$ cat config.mk
export PLATFORM = sky130hd
export DESIGN_NAME = instr_fetch_unit
export DESIGN_NICKNAME = d
export VERILOG_FILES = /design/src/rtl/riscv_pkg.sv /design/src/rtl/fetch_fifo.sv /design/src/rtl/instr_fetch_unit.sv
export SDC_FILE = /design/constraint.sdc
export NUM_CORES = 1
export LEC_CHECK = 0
export BUFFER_PORTS_ARGS = -buffer_cell sky130_fd_sc_hd__buf_2
export CAP_MARGIN = 10
export CORE_MARGIN = 2
export CORE_UTILIZATION = 50
export CTS_BUF_LIST = sky130_fd_sc_hd__clkbuf_8
export DETAILED_ROUTE_END_ITERATION = 8
export PLACE_DENSITY = 0.83
export SETUP_SLACK_MARGIN = 0.3
export SLEW_MARGIN = 15
export SYNTH_ARGS = -nofsm -noshare
export SYNTH_HDL_FRONTEND = slang
export SYNTH_SLANG_ARGS = --single-unit
$ cat constraint.sdc
create_clock -name clk -period 13.1 [get_ports clk]
set_clock_uncertainty 0.15 [all_clocks]
set_input_delay 1.31 -clock clk [delete_from_list [all_inputs] [get_ports clk]]
set_output_delay 1.31 -clock clk [all_outputs]
set_load 0.01 [all_outputs]
$ cat src/rtl/riscv_pkg.sv
// Shared RV32 constants for the fetch stage: widths, base opcodes, instruction field positions.
package riscv_pkg;

    localparam int unsigned XLEN = 32;
    localparam int unsigned ILEN = 32;

    localparam logic [31:0] RESET_PC_DEFAULT = 32'h0000_0000;

    localparam logic [6:0] OPC_R_TYPE  = 7'b0110011;
    localparam logic [6:0] OPC_LW      = 7'b0000011;
    localparam logic [6:0] OPC_SW      = 7'b0100011;
    localparam logic [6:0] OPC_RTYPE_I = 7'b0010011;

    localparam int unsigned OPCODE_LSB = 0;
    localparam int unsigned OPCODE_W   = 7;
    localparam int unsigned FUNCT3_LSB = 12;
    localparam int unsigned FUNCT3_W   = 3;
    localparam int unsigned FUNCT7_LSB = 25;
    localparam int unsigned FUNCT7_W   = 7;

endpackage

$ cat src/rtl/fetch_fifo.sv
// Small circular FIFO holding fetched {instruction, pc} pairs; synchronous clear, occupancy output.
module fetch_fifo #(
    parameter int unsigned WIDTH = 64,
    parameter int unsigned DEPTH = 2,
    localparam int unsigned PTR_W = (DEPTH > 1) ? $clog2(DEPTH) : 1,
    localparam int unsigned CNT_W = $clog2(DEPTH + 1)
) (
    input  logic             clk,
    input  logic             reset,
    input  logic             clear_i,
    input  logic             push_i,
    input  logic [WIDTH-1:0] wdata_i,
    input  logic             pop_i,
    output logic [WIDTH-1:0] rdata_o,
    output logic [CNT_W-1:0] count_o
);

    logic [WIDTH-1:0] mem_q [DEPTH];
    logic [PTR_W-1:0] wr_ptr_q, wr_ptr_d;
    logic [PTR_W-1:0] rd_ptr_q, rd_ptr_d;
    logic [CNT_W-1:0] count_q, count_d;

    function automatic logic [PTR_W-1:0] ptr_inc(input logic [PTR_W-1:0] p);
        return (p == PTR_W'(DEPTH - 1)) ? '0 : p + PTR_W'(1);
    endfunction

    always_comb begin
        wr_ptr_d = wr_ptr_q;
        rd_ptr_d = rd_ptr_q;
        count_d  = count_q + CNT_W'(push_i) - CNT_W'(pop_i);
        if (push_i) wr_ptr_d = ptr_inc(wr_ptr_q);
        if (pop_i)  rd_ptr_d = ptr_inc(rd_ptr_q);
        if (clear_i) begin
            wr_ptr_d = '0;
            rd_ptr_d = '0;
            count_d  = '0;
        end
    end

    always_ff @(posedge clk) begin
        if (reset) begin
            wr_ptr_q <= '0;
            rd_ptr_q <= '0;
            count_q  <= '0;
        end else begin
            wr_ptr_q <= wr_ptr_d;
            rd_ptr_q <= rd_ptr_d;
            count_q  <= count_d;
        end
    end

    // Storage needs no reset; a full FIFO may push over the slot being popped this cycle.
    always_ff @(posedge clk) begin
        if (push_i && !clear_i && !reset) mem_q[wr_ptr_q] <= wdata_i;
    end

    always_ff @(posedge clk) begin
        if (!reset) assert (!(push_i && !pop_i && (count_q == CNT_W'(DEPTH))));
    end

    assign rdata_o = mem_q[rd_ptr_q];
    assign count_o = count_q;

endmodule

$ cat src/rtl/instr_fetch_unit.sv
// Instruction fetch stage: owns the PC, issues word reads with credit-based flow control,
// buffers returned words and presents them to decode with pre-sliced opcode fields.
module instr_fetch_unit
    import riscv_pkg::*;
#(
    parameter int unsigned     XLEN     = riscv_pkg::XLEN,
    parameter logic [XLEN-1:0] RESET_PC = XLEN'(RESET_PC_DEFAULT),
    parameter int unsigned     DEPTH    = 2
) (
    input  logic             clk,
    input  logic             reset,
    output logic             imem_req,
    output logic [XLEN-1:0]  imem_addr,
    input  logic             imem_ready,
    input  logic             imem_rvalid,
    input  logic [ILEN-1:0]  imem_rdata,
    input  logic             redirect_valid,
    input  logic [XLEN-1:0]  redirect_pc,
    output logic             inst_valid,
    input  logic             inst_ready,
    output logic [ILEN-1:0]  inst,
    output logic [XLEN-1:0]  inst_pc,
    output logic [6:0]       opcode,
    output logic [2:0]       funct3,
    output logic [6:0]       funct7
);

    localparam int unsigned CNT_W = $clog2(DEPTH + 1);
    localparam int unsigned CRD_W = CNT_W + 1;
    localparam int unsigned ENT_W = ILEN + XLEN;

    logic [XLEN-1:0]  fetch_pc_q, fetch_pc_d;
    logic [XLEN-1:0]  req_pc_q, req_pc_d;
    logic             outstanding_q, outstanding_d;
    logic             drop_q, drop_d;
    logic [CNT_W-1:0] fifo_count;
    logic [ENT_W-1:0] fifo_rdata;
    logic             fifo_push;
    logic             fifo_pop;
    logic             accept;
    logic [CRD_W-1:0] credits_used;

    assign inst_valid = !reset && (fifo_count != '0);
    assign fifo_pop   = inst_valid && inst_ready;

    // A slot freed by this cycle's pop is reusable immediately; this is what sustains 1 instr/cycle.
    assign credits_used = CRD_W'(fifo_count) + CRD_W'(outstanding_q) - CRD_W'(fifo_pop);
    assign imem_req     = !reset && !redirect_valid && (credits_used < CRD_W'(DEPTH));
    assign accept       = imem_req && imem_ready;
    assign imem_addr    = fetch_pc_q;

    assign fifo_push = imem_rvalid && outstanding_q && !drop_q && !redirect_valid;

    always_comb begin
        fetch_pc_d    = fetch_pc_q;
        req_pc_d      = req_pc_q;
        outstanding_d = outstanding_q;
        drop_d        = drop_q;
        if (imem_rvalid) begin
            outstanding_d = 1'b0;
            drop_d        = 1'b0;
        end
        if (accept) begin
            fetch_pc_d    = fetch_pc_q + XLEN'(4);
            req_pc_d      = fetch_pc_q;
            outstanding_d = 1'b1;
        end
        // A response still owed after the redirect cycle must be swallowed when it lands.
        if (redirect_valid) begin
            fetch_pc_d    = redirect_pc & ~XLEN'(3);
            outstanding_d = 1'b0;
            drop_d        = !imem_rvalid && (outstanding_q || drop_q);
        end
    end

    always_ff @(posedge clk) begin
        if (reset) begin
            fetch_pc_q    <= RESET_PC;
            req_pc_q      <= RESET_PC;
            outstanding_q <= 1'b0;
            drop_q        <= 1'b0;
        end else begin
            fetch_pc_q    <= fetch_pc_d;
            req_pc_q      <= req_pc_d;
            outstanding_q <= outstanding_d;
            drop_q        <= drop_d;
        end
    end

    // A response with nothing owed is a memory protocol violation.
    always_ff @(posedge clk) begin
        if (!reset) assert (!(imem_rvalid && !outstanding_q && !drop_q));
    end

    fetch_fifo #(
        .WIDTH (ENT_W),
        .DEPTH (DEPTH)
    ) u_fetch_fifo (
        .clk     (clk),
        .reset   (reset),
        .clear_i (redirect_valid),
        .push_i  (fifo_push),
        .wdata_i ({imem_rdata, req_pc_q}),
        .pop_i   (fifo_pop),
        .rdata_o (fifo_rdata),
        .count_o (fifo_count)
    );

    assign {inst, inst_pc} = fifo_rdata;
    assign opcode = inst[OPCODE_LSB +: OPCODE_W];
    assign funct3 = inst[FUNCT3_LSB +: FUNCT3_W];
    assign funct7 = inst[FUNCT7_LSB +: FUNCT7_W];

endmodule

==> metrics, run 1 <==
post-cts sizing count 0; Routed WL approximately 16 mm; Design Power around 0.0011 W; CP endpoint kind primary output; Clk pin slew, worst setup/hold paths approximately 0.090 ns; n_diodes 0; RSZ-0062 raised after global routing false; crit path launch type primary input; hold violation count in the final report 0; fin. max-slew vios 0; Initial DRC Count 254; Post-Place Cells approximately 960; Area Overhead vs Synth 17.0%; Final Wtd Congestion 0.832; GRT Total Usage 0.197; Chip Width between 100 and 150 um; Core Area between 15,000 and 20,000 um^2; Primary FF master, synth edfxtp_1; share of cells above drive strength 1 0.373; CTS root buf clkbuf_8; TritonCTS clock tree done; worst path arrival time between 4 and 5 ns; simple-gate portion of the synthesized area 0.112; sequential element share of the synthesized area 0.647; main combinational cell family by area after synthesis simple AND/OR/NAND/NOR gates; FF+latch count, synth around 190; Post-CTS Setup Bufs 0; first-pass GRT wire length between 20 and 30 mm; synth top area cells edfxtp_1, dfxtp_1, mux2_2; total die area 16,700 um^2; Hold WC Path Type register to register; PortBufs 178; Critical Path Slowest Stage Cell xor2_1; fill count roughly 1,300; Power Density between 100 and 150 nW/um^2; Mapped Cells a little over 600; Row Count between 40 and 50; max-cap viol count 0; Synth Area in Adders 0.00895; outcome completed; Post-DP HPWL about 11 mm; vias per cell about 5.2; synth warn 0; Tmin final around 5.6 ns; CTS sink cnt 191; Place WS roughly 7.5 ns; Req. time, crit path 11.64 ns; multi-input logic area between 2000 and 2500 um^2; worst slew pin tran ~1.1 ns; Final Instance Count excl. Fillers approximately 990; top cell type's share of synthesized area 0.475; Lkg Pwr roughly 3.3 nW; Max-slew headroom 0.266; xor-xnor portion of the synthesized cell area 0.0268; die height roughly 130 um; Final Setup Violations 0; Compound-Gate Fraction of Synth Area 0.0629; Synth area leader edfxtp_1; mux contribution to synthesized area 0.0970; worst-case vdd ir drop between 0.06 and 0.07 mV; EDFF count, synth 124; Max Root-Sink Buffers 2; Detailed Routing Iterations Pass 1 5; Final #Nets ~840; htree depth 4; crit-path cells buf_2 > buf_4 > a21oi_1 > and2_1 > ha_1 > inv_1 > nand2_1 > fa_1 > xor2_1 > nor3b_1 > buf_2; WS Path Type primary input to primary output; drt drc 0; vias after detailed routing 5,200; Final ANT Viol Nets 0; # IOs 185; largest net degree at the start of global routing 65; PnR worst setup slack approximately 7.5 ns; Post-Syn Area approximately 7800 um^2; crit-path most repeated cell buf_2; most common cell in the synthesized netlist edfxtp_1; FF+latch area roughly 5100 um^2; Async SR Flop Fraction 0; Initial Util 0.513; number of CTS-inserted buffers 17; CTS Hold Buffers Added 0; crit-path max FO 64; initial antenna violation count 1; Min Hold Slack between 0.3 and 0.4 ns; clk_lat worst skew between 0.4 and 0.5 ns; Routed WL per cell around 16 um; setup_tns 0 ns; fmax roughly 0.18 GHz; period utilization 0.427; post-synth cell types 51; Mapped Avg Cell Area around 13 um^2; vias in the first global route roughly 5,000; top cells by count, synth edfxtp_1, nand2_1, dfxtp_1; gr ovfl total 0; max incr delay on CP roughly 0.7 ns
[critical path: cells and delay by family]
kind,cells,cell delay [ns]
buffers and inverters,4,0.89
xor gates and xnor gates,1,0.68
adders and majority gates,2,0.65
and+or+nand+nor,3,0.46
AOI/OAI and AO/OA,1,0.13
[metrics by stage]
stage	util	instance area [um^2]
4_1_cts	0.601	9170
3_3_place_gp	0.574	8760
5_1_grt	0.601	9170
3_5_place_dp	0.574	8760
6_report	0.601	9170
2_1_floorplan	-	7840
[cells in the final DEF (no fill, tap or decap), types with 3 or more instances in the layout]
cell / count
buf_2: 178
edfxtp_1: 124
nand2_1: 79
dfxtp_1: 66
mux2_2: 63
a21oi_1: 53
nor2_1: 21
clkbuf_8: 17
inv_1: 15
xor2_1: 14
nand3_1: 14
nor3b_1: 11
xnor2_1: 10
nand4_1: 10
o22ai_1: 10
nor3_1: 9
o21ai_0: 7
buf_4: 7
mux2i_1: 5
nor2b_1: 4
o21a_1: 4
ha_1: 4
conb_1: 4
and2_1: 3
nor3_2: 3
a22oi_1: 3
bufinv_16: 3
[where the power goes]
group / total, W / switching (W) / internal, W
Sequential: 0.000658 / 0.0000124 / 0.000646
Clock: 0.000388 / 0.000199 / 0.000189
Combinational: 0.0000533 / 0.0000298 / 0.0000235
[logic make-up after synthesis]
kind of cell,Yosys count
other cells,1
mux,68
flops,191
xor+xnor,24
compound gates,87
buf+inv,68
simple gates,173
fa+ha+maj,5
[registers in the layout (all words and copies together) (netlist names), named ones only]
register,cells
drop_q,1
outstanding_q,1
u_fetch_fifo.wr_ptr_q,1
u_fetch_fifo.count_o,2
u_fetch_fifo.mem_q,124
imem_addr,30
req_pc_q,30
u_fetch_fifo.rd_ptr_q,1
[metal layers]
metal	wire [um]	part of all wire	vias up	track usage
met5	0	0	-	0
met4	142	0.0087	0	0.0531
met2	8010	0.49	185	0.338
met3	1130	0.070	12	0.0553
li1	-	-	2501	-
met1	6960	0.43	2502	0.246
[path summary, 6_finish.rpt]
check | start | endpoint | slack (ns) | cells after the start
min | req_pc_q[6] | u_fetch_fifo.mem_q[1][6] | 0.30 | 0
max reg2reg | u_fetch_fifo.count_o[1] | imem_addr[11] | 9.09 | 12
min reg2reg | req_pc_q[6] | u_fetch_fifo.mem_q[1][6] | 0.30 | 0
max | reset | imem_req | 7.50 | 11
[cell type report]
cell class                      count  share of cell area
Timing Repair Buffer              185               0.103
Clock inverter                     15              0.0186
Multi-Input combinational cell    361               0.266
Sequential cell                   191               0.553
Clock buffer                       17              0.0255
Inverter                           13             0.00532
Tap cell                          211              0.0288
Note: power is estimated with default switching activity, not from simulation.
==> inputs of run 2 (changes only) <==
--- a/config.mk
+++ b/config.mk
@@ -11,7 +11,7 @@
 export CORE_UTILIZATION = 50
 export CTS_BUF_LIST = sky130_fd_sc_hd__clkbuf_8
 export DETAILED_ROUTE_END_ITERATION = 8
-export PLACE_DENSITY = 0.83
+export PLACE_DENSITY = 0.86
 export SETUP_SLACK_MARGIN = 0.3
 export SLEW_MARGIN = 15
 export SYNTH_ARGS = -nofsm -noshare
==> constraint.sdc (replaced) <==
create_clock -name clk -period 4.6 [get_ports clk]
set_clock_uncertainty 0.15 [all_clocks]
set_input_delay 0.46 -clock clk [delete_from_list [all_inputs] [get_ports clk]]
set_output_delay 0.46 -clock clk [all_outputs]
set_load 0.01 [all_outputs]
==> metrics, run 2 (synthesis gave the netlist of run 1 again) <==
n_diodes 0 (unchanged); CTS root buf clkbuf_8 (unchanged); Final #Nets 848 (was 844); TritonCTS clock tree done (unchanged); Hold WC Path Type primary input to register (was register to register); gr ovfl total 0 (unchanged); Routed WL per cell 16.4 um (about the same); crit-path most repeated cell inv_1 (was buf_2); initial antenna violation count 1 (unchanged); worst path arrival time 3.69 ns (was 4.14 ns); number of CTS-inserted buffers 17 (unchanged); worst slew pin tran 0.933 ns (was 1.10 ns); Req. time, crit path 4.77 ns (was 11.64 ns); Post-Place Cells 963 (was 961); clk_lat worst skew 0.46 ns (was 0.45 ns); Initial Util 0.513 (unchanged); # IOs 185 (unchanged); Core Area 15,300 um^2 (unchanged); worst-case vdd ir drop 0.194 mV (was 0.0679 mV); Final Instance Count excl. Fillers 997 (was 993); Area Overhead vs Synth 17.8% (was 17.0%); GRT Total Usage 0.197 (about the same); Post-DP HPWL 10.6 mm (was 10.7 mm); PortBufs 178 (unchanged); max incr delay on CP 0.57 ns (was 0.68 ns); period utilization 0.767; CP endpoint kind register (was primary output); Final Wtd Congestion 0.869 (was 0.832); share of cells above drive strength 1 0.374 (was 0.373); Critical Path Slowest Stage Cell or2_2 (was xor2_1); first-pass GRT wire length 25.1 mm (was 25.3 mm); Final Setup Violations 0 (unchanged); most frequent cells in the layout buf_2, edfxtp_1, nand2_1, dfxtp_1, mux2_2 (unchanged); met2 WL post-DR 8.43 mm (was 8.01 mm); vias per cell 5.20 (was 5.24); crit-path max FO 39 (was 64); Power Density 341 nW/um^2 (was 120 nW/um^2); final core occ 0.604 (was 0.601); crit-path cells inv_1 > a21oi_1 > and2_1 > ha_1 > inv_1 > nand2_1 > fa_1 > nand4bb_1 > buf_4 > or2_2 > nor4_2 > and3_1 > nor3_1 (was buf_2 > buf_4 > a21oi_1 > and2_1 > ha_1 > inv_1 > nand2_1 > fa_1 > xor2_1 > nor3b_1 > buf_2); RSZ-0062 raised after global routing false (unchanged); commonest non-fill, non-tap cell in the layout buf_2 (unchanged); Routed WL 16.4 mm (was 16.2 mm); Design Power 0.00315 W (was 0.00110 W); Top reg by flops u_fetch_fifo.mem_q (unchanged); die height 129 um (unchanged); setup_tns 0 ns (unchanged); crit path launch type register (was primary input); Clk pin slew, worst setup/hold paths 0.10 ns (was 0.09 ns); fmax 0.284 GHz; WS Path Type register to register (was primary input to primary output); Chip Width 129 um (unchanged); outcome completed (unchanged); Final ANT Viol Nets 0 (unchanged); post-cts sizing count 0 (unchanged); CTS sink cnt 191 (unchanged); Design Area, Final 9220 um^2 (was 9170 um^2); Initial DRC Count 311 (was 254); hold violation count in the final report 0 (unchanged); routed metal-1 wire length 6.67 mm (was 6.96 mm); top sig layer met4 (unchanged); Detailed Routing Iterations Pass 1 5 (unchanged); vias in the first global route 5,088 (was 4,977); Tmin final ~3.5 ns; Max-slew headroom 0.378 (was 0.266); Lkg Pwr 3.28 nW (was 3.26 nW); placed cell area 8790 um^2 (was 8760 um^2); met3 wire length 1.07 mm (was 1.13 mm); max reg flops 124 (unchanged); largest net degree at the start of global routing 64 (was 65); total die area 16,700 um^2 (unchanged); Max Root-Sink Buffers 2 (unchanged); drt drc 0 (unchanged); max-cap viol count 0 (unchanged); fin. max-slew vios 0 (unchanged); Row Count 45 (unchanged); htree depth 4 (unchanged); vias after detailed routing 5,182 (was 5,200)
run 2: changes by cell type in the layout (fill, tap and decap cells not counted), sizes merged:
cell	before	now
inv	18	16
dlygate4sd3	0	2
clkinv	5	6
buf	185	187
clkbuf	17	18
run 2: path summary, 6_finish.rpt:
kind | start | slack [ns] | cells past startpoint | end
max | u_fetch_fifo.count_o[1] | 1.07 | 13 | imem_addr[11]
min | imem_rdata[18] | 0.04 | 1 | u_fetch_fifo.mem_q[0][50]
min reg2reg | req_pc_q[9] | 0.31 | 0 | u_fetch_fifo.mem_q[1][9]
max reg2reg | u_fetch_fifo.count_o[1] | 1.07 | 13 | imem_addr[11]
run 2: metrics by stage:
step           hold WS [ns]  setup slack (ns)
3_5_place_dp          0.289             0.998
5_1_grt             0.00412             0.763
3_3_place_gp          0.280              1.04
6_report             0.0378              1.07
2_1_floorplan         0.275             0.661
4_1_cts             0.00223              1.07
run 2: worst max-delay path, delay by kind of cell, from the launching register on:
| kind | cells | cell delay, ns |
|---|---|---|
| AO/OA/AOI/OAI | 1 | 0.14 |
| AND/OR/NAND/NOR | 7 | 1.58 |
| adder cells (fa/ha/maj) | 2 | 0.75 |
| flip-flops | 1 | 0.40 |
| buffers and inverters | 3 | 0.34 |
run 2: layer usage:
layer / track usage / vias up
li1: - / 2508
met1: 0.234 / 2485
met2: 0.344 / 175
met3: 0.0549 / 14
met4: 0.0710 / 0
met5: 0 / -
run 2: area by class of cell:
| cell class | instances | area [um^2] |
|---|---|---|
| fill | 1240 | 6040 |
| sequential | 191 | 5070 |
| multi-input combinational | 361 | 2450 |
| timing repair buffer | 189 | 978 |
| tap | 211 | 264 |
| clock buffer | 18 | 248 |
| clock inverter | 14 | 165 |
| inverter | 13 | 48.8 |
run 2: timing repair:
action                    CTS  global route
hold buffers                0             2
setup buffers               0             0
hold endpoints to repair    0             3
run 2: report_power, final:
part | total (W) | switching (W) | internal (W)
Combinational | 0.000155 | 0.0000854 | 0.0000694
Clock | 0.00112 | 0.000567 | 0.000551
Sequential | 0.00188 | 0.0000368 | 0.00184
